===== src/rtl/serial_add_sub_if.sv =====
// serial_add_sub_if: request/result bundle for the bit-serial adder/subtractor.
interface serial_add_sub_if #(parameter int WIDTH = 8);
    logic             start;
    logic             sub;
    logic [WIDTH-1:0] a;
    logic [WIDTH-1:0] b;
    logic             busy;
    logic             done;
    logic [WIDTH-1:0] result;
    logic             cout;
    logic             overflow;
    modport master (output start, sub, a, b, input busy, done, result, cout, overflow);
    modport slave  (input start, sub, a, b, output busy, done, result, cout, overflow);
endinterface


===== src/rtl/serial_add_sub_ctrl.sv =====
// serial_add_sub_ctrl: bit-serial add/subtract through one reused full-adder stage, LSB first.
module serial_add_sub_ctrl #(
    parameter int WIDTH = 8
) (
    input logic              clk,
    input logic              rst_n,
    serial_add_sub_if.slave  bus
);
    localparam int IW = (WIDTH > 1) ? $clog2(WIDTH) : 1;
    localparam logic [1:0] IDLE = 2'd0, RUN = 2'd1, DONE = 2'd2;
    localparam logic [IW-1:0] LAST = IW'(WIDTH - 1);
    logic [1:0]       state;
    logic [WIDTH-1:0] a_r, b_r, sh, sh_next;
    logic [WIDTH-1:0] result_r;
    logic [IW-1:0]    idx;
    logic             carry, cout_r, ovf_r;
    logic             fa_a, fa_b, y, co;
    // The single full-adder stage; b_r already holds ~b for subtraction.
    always_comb begin
        fa_a    = a_r[idx];
        fa_b    = b_r[idx];
        y       = fa_a ^ fa_b ^ carry;
        co      = (fa_a & fa_b) | (carry & (fa_a ^ fa_b));
        sh_next = {y, {(WIDTH-1){1'b0}}} | (sh >> 1);
    end
    assign bus.busy     = state == RUN;
    assign bus.done     = state == DONE;
    assign bus.result   = result_r;
    assign bus.cout     = cout_r;
    assign bus.overflow = ovf_r;
    always_ff @(posedge clk) begin
        if (!rst_n) begin
            state    <= IDLE;
            a_r      <= '0;
            b_r      <= '0;
            sh       <= '0;
            carry    <= 1'b0;
            idx      <= '0;
            result_r <= '0;
            cout_r   <= 1'b0;
            ovf_r    <= 1'b0;
        end else begin
            case (state)
                IDLE, DONE: begin
                    if (bus.start) begin
                        a_r   <= bus.a;
                        b_r   <= bus.b ^ {WIDTH{bus.sub}};
                        carry <= bus.sub;
                        idx   <= '0;
                        state <= RUN;
                    end else begin
                        state <= IDLE;
                    end
                end
                RUN: begin
                    sh    <= sh_next;
                    carry <= co;
                    idx   <= (idx == LAST) ? '0 : idx + IW'(1);
                    // Outputs only change once the final bit has been formed.
                    if (idx == LAST) begin
                        state    <= DONE;
                        result_r <= sh_next;
                        cout_r   <= co;
                        ovf_r    <= carry ^ co;
                    end
                end
                default: state <= IDLE;
            endcase
        end
    end
endmodule

===== src/flat_wrapper.sv =====
// flat-port wrapper written by rule: the top's interface ports become plain ports
module serial_add_sub_ctrl_flat 
#(
    parameter int WIDTH = 8
)
  (clk, rst_n, bus_start, bus_sub, bus_a, bus_b, bus_busy, bus_done, bus_result, bus_cout, bus_overflow);
  serial_add_sub_if #(.WIDTH(WIDTH)) bus_i ();
  input logic clk;
  input logic rst_n;
  input wire logic [$bits(bus_i.start)-1:0] bus_start;
  input wire logic [$bits(bus_i.sub)-1:0] bus_sub;
  input wire logic [$bits(bus_i.a)-1:0] bus_a;
  input wire logic [$bits(bus_i.b)-1:0] bus_b;
  output wire logic [$bits(bus_i.busy)-1:0] bus_busy;
  output wire logic [$bits(bus_i.done)-1:0] bus_done;
  output wire logic [$bits(bus_i.result)-1:0] bus_result;
  output wire logic [$bits(bus_i.cout)-1:0] bus_cout;
  output wire logic [$bits(bus_i.overflow)-1:0] bus_overflow;
  assign bus_i.start = bus_start;
  assign bus_i.sub = bus_sub;
  assign bus_i.a = bus_a;
  assign bus_i.b = bus_b;
  assign bus_busy = bus_i.busy;
  assign bus_done = bus_i.done;
  assign bus_result = bus_i.result;
  assign bus_cout = bus_i.cout;
  assign bus_overflow = bus_i.overflow;
  serial_add_sub_ctrl #(.WIDTH(WIDTH)) u_core (.clk(clk), .rst_n(rst_n), .bus(bus_i));
endmodule

===== config.mk =====
export PLATFORM = sky130hd
export DESIGN_NAME = serial_add_sub_ctrl_flat
export DESIGN_NICKNAME = d
export VERILOG_FILES = /design/src/rtl/serial_add_sub_if.sv /design/src/rtl/serial_add_sub_ctrl.sv /design/src/flat_wrapper.sv
export SDC_FILE = /design/constraint.sdc
export NUM_CORES = 1
export LEC_CHECK = 0
export ABC_AREA = 1
export BUFFER_PORTS_ARGS = -buffer_cell sky130_fd_sc_hd__buf_2
export CORE_UTILIZATION = 45
export CTS_CLUSTER_DIAMETER = 200
export DETAILED_ROUTE_END_ITERATION = 6
export PLACE_DENSITY = 0.67
export SLEW_MARGIN = 20
export SYNTH_ARGS = -nofsm -noshare
export SYNTH_HDL_FRONTEND = slang
export SYNTH_SLANG_ARGS = --single-unit

===== constraint.sdc =====
create_clock -name clk -period 1.99 [get_ports clk]
set_input_delay 0.2985 -clock clk [delete_from_list [all_inputs] [get_ports clk]]
set_output_delay 0.2985 -clock clk [all_outputs]
set_load 0.05 [all_outputs]

==> results of run 1 <==
==> timing repair <==
action,in CTS,in global routing
gates resized for setup,0,1
buffers inserted,0,0
hold buffers,0,0
setup endpoints to repair,0,1
==> cell usage after synthesis <==
cell,number,area share
o21ai_2,2,0.0099
a21oi_1,19,0.054
nor2_1,27,0.057
o21ai_1,10,0.028
xnor2_1,8,0.040
nand2_1,41,0.087
ha_1,2,0.014
nand3_1,15,0.042
nor3_1,1,0.0028
inv_1,26,0.055
nor2_4,2,0.013
buf_2,6,0.017
dfxtp_1,39,0.44
fa_1,1,0.011
nand2_2,5,0.018
inv_2,3,0.0064
o21ai_0,18,0.051
buf_6,5,0.032
a21oi_2,2,0.0099
nand2_4,1,0.0064
inv_4,1,0.0035
==> critical path, cell delays in order (launching register included) <==
cell	delay, ns
dfxtp_2	0.45
clkinvlp_2	0.23
nand2_1	0.10
nand3_1	0.06
nand2_1	0.06
nand2_1	0.05
nand2_1	0.09
fa_1	0.42
o21ai_0	0.16
nor2_1	0.05
==> cells by family (layout without fill, tap and decap cells) <==
kind of cell / after synthesis / count (layout)
simple gates: 92 / 92
compound gates: 51 / 51
buf+inv: 41 / 72
flops: 39 / 39
xor+xnor: 8 / 8
fa+ha+maj: 3 / 3
==> sequential cells by signal, summed over array words and instances (netlist names) <==
signal	cells
u_core.a_r	8
u_core.bus.cout	1
u_core.bus.result	8
u_core.bus.overflow	1
u_core.sh	7
u_core.carry	1
u_core.b_r	8
u_core.idx	3
u_core.state	2
==> area by class of cell <==
| cell class | instances | area [um2] | area share |
|---|---|---|---|
| flip-flops and latches | 39 | 782 | 0.387 |
| well taps | 48 | 60.1 | 0.0298 |
| clock buffers | 8 | 100 | 0.0496 |
| multi-input cells | 154 | 786 | 0.389 |
| inverters | 30 | 115 | 0.0570 |
| repair buffers | 33 | 170 | 0.0843 |
| repair inverters | 1 | 5.00 | 0.00248 |
==> power groups by stage <==
stage	sequential [mW]	combinational [mW]	clock, mW
2_1_floorplan	0.866	0.206	0
3_3_place_gp	0.875	0.238	0
3_5_place_dp	0.876	0.240	0
4_1_cts	0.858	0.243	0.585
5_1_grt	0.866	0.282	0.623
6_report	0.860	0.242	0.572
==> routing by layer <==
metal | track usage | part of all wire | up-vias
li1 | - | - | 792
met1 | 0.245 | 0.50 | 661
met2 | 0.289 | 0.44 | 34
met3 | 0.0563 | 0.048 | 4
met4 | 0.0917 | 0.014 | 0
met5 | 0 | 0 | -
==> through the flow <==
stage / area (um2) / util / power [mW] / cells / hold slack [ns]
detailed placement: 1910 / 0.514 / 1.12 / 304 / 0.452
CTS: 2010 / 0.541 / 1.69 / 312 / 0.275
global placement: 1910 / 0.514 / 1.11 / 304 / 0.449
finish: 2020 / 0.543 / 1.67 / 313 / 0.283
global route: 2020 / 0.543 / 1.77 / 313 / 0.283
floorplan: 1770 / - / 1.07 / 234 / 0.429
==> how the worst max path moves through the flow <==
stage	to	cells after the start
2_1_floorplan	u_core.carry	14
3_3_place_gp	u_core.carry	13
3_5_place_dp	u_core.carry	13
4_1_cts	u_core.carry	13
5_1_grt	u_core.sh[7]	9
6_report	u_core.sh[7]	9
==> reports/results.tsv, run 1 <==
metric	value	unit
Die W	64.7	um
syn_nets	257	
Initial Util	0.476	
area added between synthesis and finish	14.2	%
sequential area share after synthesis	0.442	
nets@finish	287	
largest net degree at the start of global routing	30	
Vias	1491	
CP startpoint kind	flip-flop	
die area	4180	um2
Mapped Avg Cell Area	7.56	um2
layout cells sized above 1	0.219	
Pwr Density	829	nW/um2
R2R depth	9	
gr ovfl total	0	
Core Rows	22	
Worst-Margin Slew	0.502	ns
TritonCTS Buffers	5	
VDD IR max	0.476	mV
Tot GR Track Use	0.190	
RR Startpoint	u_core.idx[0]	
Vias/cell	4.76	
Internal Power	1.24	mW
DRT Wirelength	3370	um
Core Region	3720	um2
ANT nets after route	0	
switching part of the total power	0.260	
Root Buffer	clkbuf_8	
status	completed	
Avg WL per Cell	10.8	um
DRC violations left	0	
Worst Hold End	u_core.a_r[1]	
Tightest Hold Check Type	input pin to flip-flop	
IO buf count	31	
Ys Warns	0	
Comb power frac	0.145	
sequential power share	0.514	
mux share of post-synthesis cell area	0	
clk sinks	39	
maximum clock path buffer count	2	
CTS tree	built	
critical path type	flip-flop to flip-flop	
Gate Count Post-Synth	234	
initial antenna violation count	0	
Hold Vio Cnt, Final	0	
Compound-Gate Fraction of Synth Area	0.153	
Die Y	64.7	um
relative slew slack	0.665	
end of the worst register-to-register path	u_core.sh[7]	
RSZ-0062 raised after global routing	no	
First DRT Iteration DRCs	59	
final setup fails	0	
Post-Route Setup TNS	0	ns
htree depth	2	
WP data required	2.17	ns
MaxCap Viol Count	0	
commonest non-fill, non-tap cell in the layout	nand2_1	
crit-path max FO	11	
CP Launch Point	u_core.idx[0]	
net switching power	436	uW
post-layout min period	1.78	ns
most frequent cells in the layout	41 x nand2_1, 38 x dfxtp_1, 31 x buf_2	
Worst Path Arrival	1.96	ns
antenna fix cells	0	
final worst path period share	0.895	
Slew Viols, Final	0	
Clk network pwr share	0.342	
Post-Syn Area	1770	um2
Reg2Reg Setup Slack	0.21	ns
clock-pin slew on the worst setup and hold paths	0.07	ns
vias in the first global route	1429	
hold depth	3	
first-pass GRT wire length	6070	um
Detailed Place HPWL	2300	um
post-synthesis register bit count	39	
Fillers	384	
final setup margin	0.209	ns
io pins	32	
fraction of the mapped netlist area in adder cells	0.0255	
Pre-antenna DRT Iters	4	
clock latency at the later pin of the worst-skew pair	0.28	ns
Achievable Freq	561	MHz
Synth Area in XOR/XNOR	0.0396	
Unique masters post-synth	21	
Setup Skew	0.00575	ns
LEAKAGE	0.960	nW
Routability Congestion	0.835	
pre-CTS WS	0.233	ns
synthesized-area fraction occupied by and/or/nand/nor cells	0.226	
hold path start	bus_a[1]	
main combinational cell family by area after synthesis	simple AND/OR/NAND/NOR gates	
Crit. End Element	flip-flop	
Note: power is estimated with default switching activity, not from simulation.
==> inputs of run 2 (changes only) <==
BUFFER_PORTS_ARGS = -buffer_cell sky130_fd_sc_hd__buf_4   (was -buffer_cell sky130_fd_sc_hd__buf_2)
==> reports/results.tsv, run 2 (synthesized netlist as in run 1, its figures left out) <==
metric	value	unit
DRC violations left	0	
LEAKAGE	0.981	nW
RSZ-0062 raised after global routing	no	
ANT nets after route	0	
Worst Path Arrival	1.86	ns
first-pass GRT wire length	5760	um
clk sinks	39	
gr ovfl total	0	
most frequent cells in the layout	41 x nand2_1, 38 x dfxtp_1, 32 x buf_4	
Setup Skew	0.00802	ns
Initial Util	0.476	
die area	4180	um2
nets@finish	285	
WP data required	2.18	ns
final setup fails	0	
critical-path cell list	inv_4 > nand2_1 > nand3_1 > nand2_1 > nand2_1 > nand2_1 > fa_1 > inv_1 > nand3_1 > nand2_1 > inv_1 > nand2_1 > nor2_1	
commonest non-fill, non-tap cell in the layout	nand2_1	
TritonCTS Buffers	5	
clock latency at the later pin of the worst-skew pair	0.29	ns
critical path type	flip-flop to flip-flop	
Crit. End Element	flip-flop	
io pins	32	
post-layout min period	1.67	ns
Core Rows	22	
clock-pin slew on the worst setup and hold paths	0.08	ns
total power	1.79	mW
vias in the first global route	1296	
Tightest Hold Check Type	input pin to flip-flop	
CP delay by family, top	simple AND/OR/NAND/NOR gates	
Vias/cell	4.66	
Setup Fix Bufs, Post-CTS	0	
MaxCap Viol Count	0	
final worst path period share	0.839	
Reg2Reg Setup Slack	0.32	ns
antenna fix cells	0	
CP startpoint kind	flip-flop	
Core Region	3720	um2
Avg WL per Cell	10.8	um
Root Buffer	clkbuf_8	
Pwr Density	850	nW/um2
relative slew slack	0.765	
Hold Vio Cnt, Final	0	
Die W	64.7	um
area added between synthesis and finish	19.0	%
Achievable Freq	599	MHz
Vias	1450	
Detailed Place HPWL	2250	um
htree depth	2	
layout cells sized above 1	0.217	
DRT Wirelength	3370	um
Routability Congestion	0.829	
initial antenna violation count	0	
crit-path max FO	10	
IO buf count	31	
largest net degree at the start of global routing	38	
Worst path most repeated cell	nand2_1	
status	completed	
Worst-Margin Slew	0.352	ns
CTS tree	built	
Tot GR Track Use	0.185	
maximum clock path buffer count	2	
Post-Route Setup TNS	0	ns
Slowest cell on crit path	fa_1	
Die Y	64.7	um
First DRT Iteration DRCs	64	
Fillers	368	
Slew Viols, Final	0	
largest stage delay on the critical path	0.40	ns
Pre-antenna DRT Iters	4	
CP Buf/Inv Count	3	
VDD IR max	0.447	mV
==> run 2: layout make-up <==
type | instances | area (um2) | area share
Inverter | 30 | 118 | 0.0559
Clock inverter | 2 | 35.0 | 0.0167
Multi-Input combinational cell | 154 | 786 | 0.374
Clock buffer | 6 | 82.6 | 0.0393
Sequential cell | 39 | 782 | 0.372
Timing Repair Buffer | 32 | 240 | 0.114
Tap cell | 48 | 60.1 | 0.0286
==> run 2: worst min-delay path, stage by stage <==
cell,delay (ns)
buf_4,0.08
o21ai_1,0.06
a21oi_1,0.10
==> run 2: metal layers <==
metal	routed length [um]	track usage	vias up
met1	1750	0.237	622
met2	1400	0.278	31
met5	0	0	-
met3	142	0.0528	5
met4	74	0.100	0
li1	-	-	792
==> run 2: worst paths after layout <==
path	cells after the start	start	to
worst min-delay path	3	bus_a[7]	u_core.a_r[7]
worst max-delay path	13	u_core.idx[0]	u_core.carry
worst max register to register	13	u_core.idx[0]	u_core.carry
worst min register to register	2	u_core.a_r[7]	u_core.a_r[7]
==> run 2: where the power goes <==
group | internal [mW] | switching, mW
combinational | 0.104 | 0.148
clock | 0.406 | 0.270
sequential | 0.829 | 0.0318
==> run 2: through the flow <==
step            util  hold slack (ns)  worst slack (ns)  cells  area (um2)
2_1_floorplan      -            0.429             0.332    234        1770
3_3_place_gp   0.533            0.448             0.239    303        1980
3_5_place_dp   0.533            0.450             0.186    303        1980
4_1_cts        0.565            0.266             0.190    311        2100
5_1_grt        0.566            0.285             0.135    311        2100
6_report       0.566            0.272             0.320    311        2100
==> run 2: timing repair <==
| action | CTS | global route |
|---|---|---|
| hold buffers | 0 | 0 |
| endpoints found under the setup margin | 0 | 1 |
| resized for setup | 0 | 2 |
